**src/rtl/mul_pkg.sv**
```systemverilog
// Shared types and defaults for the multiplier operand sequencer.
package mul_pkg;

    localparam int DEFAULT_DEPTH = 4;
    localparam int DEFAULT_W     = 8;

    typedef enum logic [1:0] {
        S_IDLE  = 2'd0,
        S_START = 2'd1,
        S_WAIT  = 2'd2,
        S_OUT   = 2'd3
    } state_t;

endpackage

```
**src/rtl/operand_fifo.sv**
```systemverilog
// Circular operand-pair buffer with occupancy count; push is refused when full,
// pop is ignored when empty.
module operand_fifo #(
    parameter int DEPTH = 4,
    parameter int WIDTH = 16
) (
    input  logic                     clk,
    input  logic                     rst,
    input  logic                     i_push,
    input  logic                     i_pop,
    input  logic [WIDTH-1:0]         i_data,
    output logic [WIDTH-1:0]         o_data,
    output logic [$clog2(DEPTH):0]   o_count,
    output logic                     o_full,
    output logic                     o_empty
);

    localparam int AW = $clog2(DEPTH);
    localparam int CW = AW + 1;

    logic [WIDTH-1:0] r_mem [DEPTH];
    logic [AW-1:0]    r_wr_ptr;
    logic [AW-1:0]    r_rd_ptr;
    logic [CW-1:0]    r_count;
    logic             w_do_push;
    logic             w_do_pop;

    assign o_full    = (r_count == CW'(DEPTH));
    assign o_empty   = (r_count == '0);
    assign o_count   = r_count;
    assign o_data    = r_mem[r_rd_ptr];
    assign w_do_push = i_push && !o_full;
    assign w_do_pop  = i_pop && !o_empty;

    always_ff @(posedge clk) begin
        if (w_do_push) begin
            r_mem[r_wr_ptr] <= i_data;
        end
    end

    // Pointers are exactly AW bits wide, so DEPTH being a power of two gives the wrap.
    always_ff @(posedge clk or posedge rst) begin
        if (rst) begin
            r_wr_ptr <= '0;
            r_rd_ptr <= '0;
            r_count  <= '0;
        end else begin
            if (w_do_push) begin
                r_wr_ptr <= r_wr_ptr + AW'(1);
            end
            if (w_do_pop) begin
                r_rd_ptr <= r_rd_ptr + AW'(1);
            end
            case ({w_do_push, w_do_pop})
                2'b10:   r_count <= r_count + CW'(1);
                2'b01:   r_count <= r_count - CW'(1);
                default: r_count <= r_count;
            endcase
        end
    end

endmodule

```
**src/rtl/mul_operand_sequencer.sv**
```systemverilog
// Buffers operand pairs and feeds them one at a time to a sequential multiplier,
// bypassing the multiplier when either operand is zero.
module mul_operand_sequencer
    import mul_pkg::*;
#(
    parameter int DEPTH = DEFAULT_DEPTH,
    parameter int W     = DEFAULT_W
) (
    input  logic                     clk,
    input  logic                     rst,
    input  logic                     in_valid,
    output logic                     in_ready,
    input  logic [W-1:0]             in_a,
    input  logic [W-1:0]             in_b,
    output logic [W-1:0]             mul_a,
    output logic [W-1:0]             mul_b,
    output logic                     mul_start,
    input  logic                     mul_done,
    input  logic [2*W-1:0]           mul_product,
    output logic                     out_valid,
    input  logic                     out_ready,
    output logic [2*W-1:0]           out_product,
    output logic [$clog2(DEPTH):0]   fifo_count,
    output logic [7:0]               op_count,
    output state_t                   dbg_state
);

    // Handshakes: a transfer happens on a rising edge where valid && ready are both
    // high; valid never waits for ready, and the payload is held while valid is high.
    state_t                 r_state;
    state_t                 w_next;
    logic                   r_live;
    logic                   r_wait_armed;
    logic [W-1:0]           r_mul_a;
    logic [W-1:0]           r_mul_b;
    logic [2*W-1:0]         r_out_product;
    logic [7:0]             r_op_count;
    logic [2*W-1:0]         w_head;
    logic [W-1:0]           w_head_a;
    logic [W-1:0]           w_head_b;
    logic                   w_head_zero;
    logic                   w_full;
    logic                   w_empty;
    logic                   w_push;
    logic                   w_pop;
    logic [$clog2(DEPTH):0] w_count;

    operand_fifo #(
        .DEPTH (DEPTH),
        .WIDTH (2*W)
    ) u_fifo (
        .clk     (clk),
        .rst     (rst),
        .i_push  (w_push),
        .i_pop   (w_pop),
        .i_data  ({in_a, in_b}),
        .o_data  (w_head),
        .o_count (w_count),
        .o_full  (w_full),
        .o_empty (w_empty)
    );

    assign w_head_a    = w_head[2*W-1:W];
    assign w_head_b    = w_head[W-1:0];
    assign w_head_zero = (w_head_a == '0) || (w_head_b == '0);
    // r_live keeps in_ready low through reset and for the release cycle itself.
    assign in_ready    = r_live && !w_full;
    assign w_push      = in_valid && in_ready;
    assign w_pop       = (r_state == S_IDLE) && !w_empty;

    assign mul_a       = r_mul_a;
    assign mul_b       = r_mul_b;
    assign out_product = r_out_product;
    assign op_count    = r_op_count;
    assign fifo_count  = w_count;
    assign dbg_state   = r_state;

    always_ff @(posedge clk or posedge rst) begin
        if (rst) begin
            r_state <= S_IDLE;
        end else begin
            r_state <= w_next;
        end
    end

    always_comb begin
        w_next    = r_state;
        mul_start = 1'b0;
        out_valid = 1'b0;
        case (r_state)
            S_IDLE: begin
                if (!w_empty) begin
                    w_next = w_head_zero ? S_OUT : S_START;
                end
            end
            S_START: begin
                mul_start = 1'b1;
                w_next    = S_WAIT;
            end
            S_WAIT: begin
                if (r_wait_armed && mul_done) begin
                    w_next = S_OUT;
                end
            end
            S_OUT: begin
                out_valid = 1'b1;
                if (out_ready) begin
                    w_next = S_IDLE;
                end
            end
            default: w_next = S_IDLE;
        endcase
    end

    // The first WAIT cycle leaves r_wait_armed low so a done left over from the
    // previous operation cannot be captured.
    always_ff @(posedge clk or posedge rst) begin
        if (rst) begin
            r_live        <= 1'b0;
            r_wait_armed  <= 1'b0;
            r_mul_a       <= '0;
            r_mul_b       <= '0;
            r_out_product <= '0;
            r_op_count    <= '0;
        end else begin
            r_live       <= 1'b1;
            r_wait_armed <= (r_state == S_WAIT);
            if (w_pop) begin
                r_mul_a <= w_head_a;
                r_mul_b <= w_head_b;
                if (w_head_zero) begin
                    r_out_product <= '0;
                end
            end
            if ((r_state == S_WAIT) && r_wait_armed && mul_done) begin
                r_out_product <= mul_product;
            end
            if ((r_state == S_OUT) && out_ready) begin
                r_op_count <= r_op_count + 8'd1;
            end
        end
    end

endmodule
```
**config.mk**
```make
export PLATFORM = sky130hd
export DESIGN_NAME = mul_operand_sequencer
export DESIGN_NICKNAME = d
export VERILOG_FILES = /design/src/rtl/mul_pkg.sv /design/src/rtl/operand_fifo.sv /design/src/rtl/mul_operand_sequencer.sv
export SDC_FILE = /design/constraint.sdc
export NUM_CORES = 1
export LEC_CHECK = 0
export BUFFER_PORTS_ARGS = -buffer_cell sky130_fd_sc_hd__buf_2
export CORE_ASPECT_RATIO = 1.25
export CORE_MARGIN = 4
export CORE_UTILIZATION = 45
export CTS_CLUSTER_DIAMETER = 40
export DETAILED_ROUTE_END_ITERATION = 8
export PLACE_DENSITY = 0.67
export SYNTH_ARGS = -nofsm -noshare
export SYNTH_HDL_FRONTEND = slang
export SYNTH_SLANG_ARGS = --single-unit
```
**constraint.sdc**
```tcl
create_clock -name clk -period 3.35 [get_ports clk]
set_clock_uncertainty 0.05 [all_clocks]
set_input_delay 0.1675 -clock clk [delete_from_list [all_inputs] [get_ports clk]]
set_output_delay 0.1675 -clock clk [all_outputs]
set_load 0.05 [all_outputs]
```
==> run_results.csv, run 1 <==
group,metric,value,unit
finish,fill_cells,744,
die,core_area,10110,um2
setup_path,crit_fanout,17,
power,leakagePower,2.631,nW
global_routing,grt_antenna_before_repair,0,
cts,insertion_delay,0.40,ns
finish,final_nets,441,
yosys,syn_avg_cell_area,17.69,um2
yosys,synthDistinctLibCells,35,
sta,slew_violations,0,
cts,clock-sinks,115,
global_routing,grt_overflow,0,
sta,slew_headroom,28.45,%
sta,setup_viol,0,
finish,stdcell_count,534,
cts,cts-root-buf,"clkbuf_16",
route,drt_wl_total,8917,um
yosys,syn-cell-area,4653,um2
yosys,yosysWarnings,0,
global_routing,grt_pass1_wl,14280,um
finish,area_growth,30.49,%
setup_path,crit_type,"reg -> reg",
setup_path,start_kind,"register",
setup_path,end_kind,"register",
power,ir_drop,0.5396,mV
route,antenna_left,0,
die,die_h,121.7,um
die,dieWidth,98.95,um
yosys,synth_seq_area_share,68.73,%
setup_path,crit_top_cell,"buf_4",
cts,clk_pin_slew,0.05,ns
yosys,synth_top_area_share,41.30,%
global_routing,use_met2,26.05,%
route,drc,0,
place,portBuffers,84,
setup_path,cp_data_required_time,3.55,ns
route,viasPerCell,5.009,
global_routing,grt_pass1_vias,2826,
setup_path,cpPeakStageDelay,0.65,ns
setup_path,path_cells,"buf_4, mux4_2, nor4_1, a22o_1, buf_4, a21oi_1",
yosys,synth_top_cell_by_area,"edfxtp_1",
finish,mostFrequentLayoutCells,"84 x buf_2, 64 x edfxtp_1, 51 x dfrtp_1, 30 x dlygate4sd3_1",
finish,seqCellArea,3198,um2
cts,cts_tree,"yes",
sta,hold_ws,-0.01757,ns
die,die_area,12040,um2
setup_path,cp_top_family,"flip-flops",
route,firstDrtPassIters,4,
setup_path,slowest_stage,"dfrtp_1",
place,hpwlAfterDp,5969,um
die,row_count,41,
global_routing,grt_max_degree,52,
cts,cts_setup_buffers,0,
status,outcome,"finished with violations",
setup_path,worst-path-buf-inv,2,
yosys,ys.flop_type,"edfxtp_1",
worst_hold_path,hold_path.class,"in -> async",
sta,layout_min_cycle_time,2.550,ns
power,power.density,1044,nW/um2
sta,setup-tns-final,0,ns
global_routing,grtUsageMet3,5.155,%
yosys,ys_seq_elements,115,
cts,cts_buffer_depth,2,
route,drt_iter0_markers,204,
finish,drive_above_1_share,40.00,%
setup_path,cp_data_arrival_time,2.75,ns
finish,antennaDiodeCount,0,
global_routing,grtUsageMet1,18.64,%
route,avgRoutedWirePerCell,16.70,um
place,dp_cells,472,
yosys,synth_cells,263,
place,place_congestion,0.7533,
sta,hold_viol,27,
die,ios,85,
sta,max_freq,0.3921,GHz
cts,numCtsBuffers,17,
die,initial_core_util,46.04,%
global_routing,top_usage_layer,"met2",
sta,period_share,76.13,%
sta,worst_pin_slew,1.072,ns
yosys,syn_nets,312,
cts,htreeDepth,4,
yosys,synth-edff-count,64,
global_routing,grtUsageTotal,15.79,%
job,maxCapViolations,0,
finish,layout_commonest_cell,"buf_2",
status,violations,"negative hold slack",
finish,multi_input_area,1331,um2
route,num_vias,2675,
yosys,synth_area_leaders,"edfxtp_1 41%, dfrtp_1 27%, mux4_2 6.8%",
yosys,async_reset_ff_share,44.35,%
sta,rsz0062_at_grt,"no",
## worst reg2reg max path, delay by kind of cell (launching register included)
family / cells / cell delay, ns
DFF: 1 / 0.65
buffers and inverters: 2 / 0.52
muxes: 1 / 0.52
and+or+nand+nor: 1 / 0.36
AOI/OAI and AO/OA: 2 / 0.29
## worst paths after layout
path,startpoint,slack (ns),cells past startpoint,to
setup / recovery,u_fifo.r_rd_ptr[0]$_DFFE_PP0P_,0.80,6,out_product[9]$_DFFE_PP0P_
hold / removal,rst,-0.02,2,u_fifo.o_count[2]$_DFFE_PP0P_
setup reg to reg,u_fifo.r_rd_ptr[0]$_DFFE_PP0P_,0.80,6,out_product[9]$_DFFE_PP0P_
hold reg to reg,op_count[7]$_DFFE_PP0P_,0.42,1,op_count[7]$_DFFE_PP0P_
max in group asynchronous,rst,2.61,2,out_product[1]$_DFFE_PP0P_
min in group clk,mul_product[4],0.02,3,out_product[4]$_DFFE_PP0P_
## where the power goes
group,internal (mW),switching [mW],total (mW)
clock,1.15,0.584,1.73
combinational,0.839,1.63,2.47
sequential,1.88,0.254,2.13
## cell usage after synthesis, drive strengths merged, types with 5 or more instances
cell type / instances
xor2: 5
dfrtp: 51
xnor2: 8
mux2: 18
edfxtp: 64
nand2: 6
inv: 11
mux2i: 18
nand3: 5
ha: 11
buf: 9
mux4: 16
a21oi: 16
## per-stage QoR
| step | utilization [%] | setup WS [ns] | instance area (um2) | total power [mW] |
|---|---|---|---|---|
| 5_1_grt | 60.08 | 0.6454 | 6072 | 6.653 |
| 3_3_place_gp | 51.43 | 0.8113 | 5197 | 4.590 |
| 6_report | 60.08 | 0.7998 | 6072 | 6.341 |
| 3_5_place_dp | 51.43 | 0.7622 | 5197 | 4.644 |
| 2_1_floorplan | - | 0.1974 | 4653 | 4.075 |
| 4_1_cts | 60.08 | 0.7564 | 6072 | 6.415 |
## flip-flops by register name, indices dropped and copies added, names as in the netlist
register and flops:
u_fifo.r_mem 64, out_product 16, mul_a 8, mul_b 8, op_count 8, u_fifo.o_count 3, dbg_state 2, u_fifo.r_rd_ptr 2
u_fifo.r_wr_ptr 2, r_live 1, r_wait_armed 1
## kinds of logic (layout without fill, tap and decap cells)
kind of cell	Yosys count	in the layout	synth area share, %
AO/OA/AOI/OAI	22	22	3.469
XOR/XNOR	13	13	2.447
adder cells (fa/ha/maj)	12	12	3.388
buffers and inverters	21	163	2.662
flip-flops	115	115	68.73
multiplexers	52	52	16.13
other	1	1	0.08059
AND/OR/NAND/NOR	27	27	3.092
## metal layers
metal | wire [um] | vias up
li1 | - | 1250
met1 | 3718 | 1322
met2 | 4459 | 87
met3 | 564 | 16
met4 | 175 | 0
met5 | 0 | -
## repair_timing
action	4_1_cts	5_1_grt
setup endpoints to repair	0	0
hold buffers	30	0
hold endpoints to repair	78	0
resized for setup	0	0
## final cells by class
type                            instances  share of cell area [%]
Tap cell                              129                   2.658
Sequential cell                       115                   52.67
Clock buffer                           19                   7.130
Inverter                               11                  0.6800
Multi-Input combinational cell        127                   21.92
Timing Repair Buffer                  120                   12.61
Clock inverter                         13                   2.328
(Power assumes the default switching activity.)
==> run 2, diff against run 1 <==
==> constraint.sdc (replaced) <==
create_clock -name clk -period 2.5 [get_ports clk]
set_clock_uncertainty 0.05 [all_clocks]
set_input_delay 0.125 -clock clk [delete_from_list [all_inputs] [get_ports clk]]
set_output_delay 0.125 -clock clk [all_outputs]
set_load 0.05 [all_outputs]
==> run_results.csv, run 2 (synthesis gave the netlist of run 1 again) <==
group,metric,value,unit
status,outcome,"finished, final reports clean",
cts,clock-sinks,115,
setup_path,end_kind,"register",
route,avgRoutedWirePerCell,16.46,um
finish,layout_commonest_cell,"buf_2",
finish,fill_cells,740,
route,drt_iter0_markers,101,
cts,cts_buffer_depth,2,
worst_hold_path,holdPathEnd,"op_count[2]$_DFFE_PP0P_",
worst_hold_path,holdPathStages,3,
setup_path,r2r_slack,0.15,ns
sta,period_share,94.02,%
sta,worst_pin_slew,0.7704,ns
route,route.met2.wl,4759,um
setup_path,rr_worst_depth,6,
sta,rsz0062_at_grt,"no",
cts,clk_pin_slew,0.05,ns
global_routing,grtUsageTotal,16.04,%
finish,area_growth,34.74,%
die,die_h,121.7,um
setup_path,crit_fanout,18,
cts,insertion_delay,0.40,ns
finish,largest_reg_flops,64,
cts,htreeDepth,4,
cts,cts_setup_buffers,0,
global_routing,grt_overflow,0,
route,firstDrtPassIters,4,
finish,drive_above_1_share,41.93,%
sta,layout_min_cycle_time,2.351,ns
cts,cts_tree,"yes",
place,portBuffers,84,
setup_path,crit_type,"reg -> reg",
setup_path,reg2reg_to,"out_product[13]$_DFFE_PP0P_",
sta,slew_violations,0,
setup_path,cp_data_arrival_time,2.55,ns
finish,seqCellArea,3202,um2
route,wl_met1,3512,um
die,die_area,12040,um2
sta,max_freq,0.4254,GHz
route,dr.max_layer_used,"met4",
power,power,8.870,mW
setup_path,r2r_start,"u_fifo.r_rd_ptr[0]$_DFFE_PP0P_",
die,dieWidth,98.95,um
route,num_vias,2691,
finish,mostFrequentLayoutCells,"84 x buf_2, 64 x edfxtp_1, 48 x dfrtp_1, 33 x dlygate4sd3_1",
worst_hold_path,worstHoldStart,"out_ready",
finish,design_area,6270,um2
finish,largest-register,"u_fifo.r_mem",
die,row_count,41,
finish,antennaDiodeCount,0,
die,ios,85,
route,viasPerCell,4.947,
sta,slew_headroom,48.64,%
cts,numCtsBuffers,17,
finish,multi_input_area,1346,um2
setup_path,start_kind,"register",
die,core_area,10110,um2
sta,hold_viol,0,
route,drt_wl_total,8955,um
power,leakagePower,2.726,nW
global_routing,grt_pass1_vias,2904,
setup_path,cp_data_required_time,2.70,ns
sta,setup-tns-final,0,ns
cts,cts-root-buf,"clkbuf_16",
place,place_congestion,0.7838,
cts,cts-resized-gates,0,
finish,final_nets,451,
job,maxCapViolations,0,
route,antenna_left,0,
route,wl_met3,531,um
sta,setup_viol,0,
global_routing,grt_antenna_before_repair,0,
place,dpl_cell_area,5294,um2
worst_hold_path,hold_path.class,"in -> reg",
route,drc,0,
power,power.density,1415,nW/um2
power,ir_drop,0.5798,mV
global_routing,grt_max_degree,25,
global_routing,grt_pass1_wl,14520,um
place,hpwlAfterDp,5987,um
die,initial_core_util,46.04,%
-- run 2: cell types whose count changed in the layout (fill, tap and decap cells not counted), sizes merged --
cell | previous run | this run
clkinv | 8 | 7
bufinv | 3 | 6
clkinvlp | 2 | 0
buf | 90 | 97
dlygate4sd3 | 30 | 33
-- run 2: worst max-delay path by stage --
stage	from	endpoint	slack [ns]	depth (start not counted)
2_1_floorplan	u_fifo.o_count[0]$_DFFE_PP0P_	u_fifo.o_count[2]$_DFFE_PP0P_	0.01	9
3_3_place_gp	u_fifo.r_rd_ptr[0]$_DFFE_PP0P_	out_product[10]$_DFFE_PP0P_	0.19	6
3_5_place_dp	u_fifo.r_rd_ptr[0]$_DFFE_PP0P_	out_product[13]$_DFFE_PP0P_	0.18	6
4_1_cts	u_fifo.r_rd_ptr[0]$_DFFE_PP0P_	out_product[13]$_DFFE_PP0P_	0.13	6
5_1_grt	u_fifo.r_rd_ptr[0]$_DFFE_PP0P_	out_product[12]$_DFFE_PP0P_	0.06	6
6_report	u_fifo.r_rd_ptr[0]$_DFFE_PP0P_	out_product[13]$_DFFE_PP0P_	0.15	6
-- run 2: per-layer routing --
metal / global-route usage [%] / up-vias
met4: 5.807 / 0
met3: 5.326 / 14
met2: 28.28 / 92
met1: 18.09 / 1312
li1: - / 1273
met5: 0 / -
-- run 2: report_power, final --
part / internal, mW / leakage [nW] / switching [mW]
Combinational: 1.18 / 1.21 / 2.29
Sequential: 2.52 / 1.20 / 0.270
Clock: 1.85 / 0.319 / 0.764
-- run 2: layout make-up --
cell class,count,share of cell area (%)
Clock inverter,13,3.393
Inverter,11,0.6586
Tap cell,129,2.574
Sequential cell,115,51.07
Timing Repair Buffer,130,13.93
Clock buffer,19,6.905
Multi-Input combinational cell,127,21.47
-- run 2: per-stage QoR --
step	hold slack, ns	util, %	instances	setup slack, ns
2_1_floorplan	0.1739	-	263	0.01494
3_3_place_gp	0.07827	52.38	479	0.1858
3_5_place_dp	0.08087	52.38	479	0.1833
4_1_cts	0.008960	62.04	544	0.1283
5_1_grt	0.02839	62.04	544	0.05833
6_report	0.02414	62.04	544	0.1494
-- run 2: what timing repair did --
item,in CTS,in global routing
endpoints found under the setup margin,0,0
hold buffers,33,0
hold endpoints to repair,93,0
-- run 2: worst max-delay path, cell delays in order (launching register included) --
cell and delay, ns:
dfrtp_1 0.38, buf_12 0.19, mux4_1 0.61, nor4_1 0.46, a22o_1 0.26, buf_12 0.16, a21oi_1 0.07
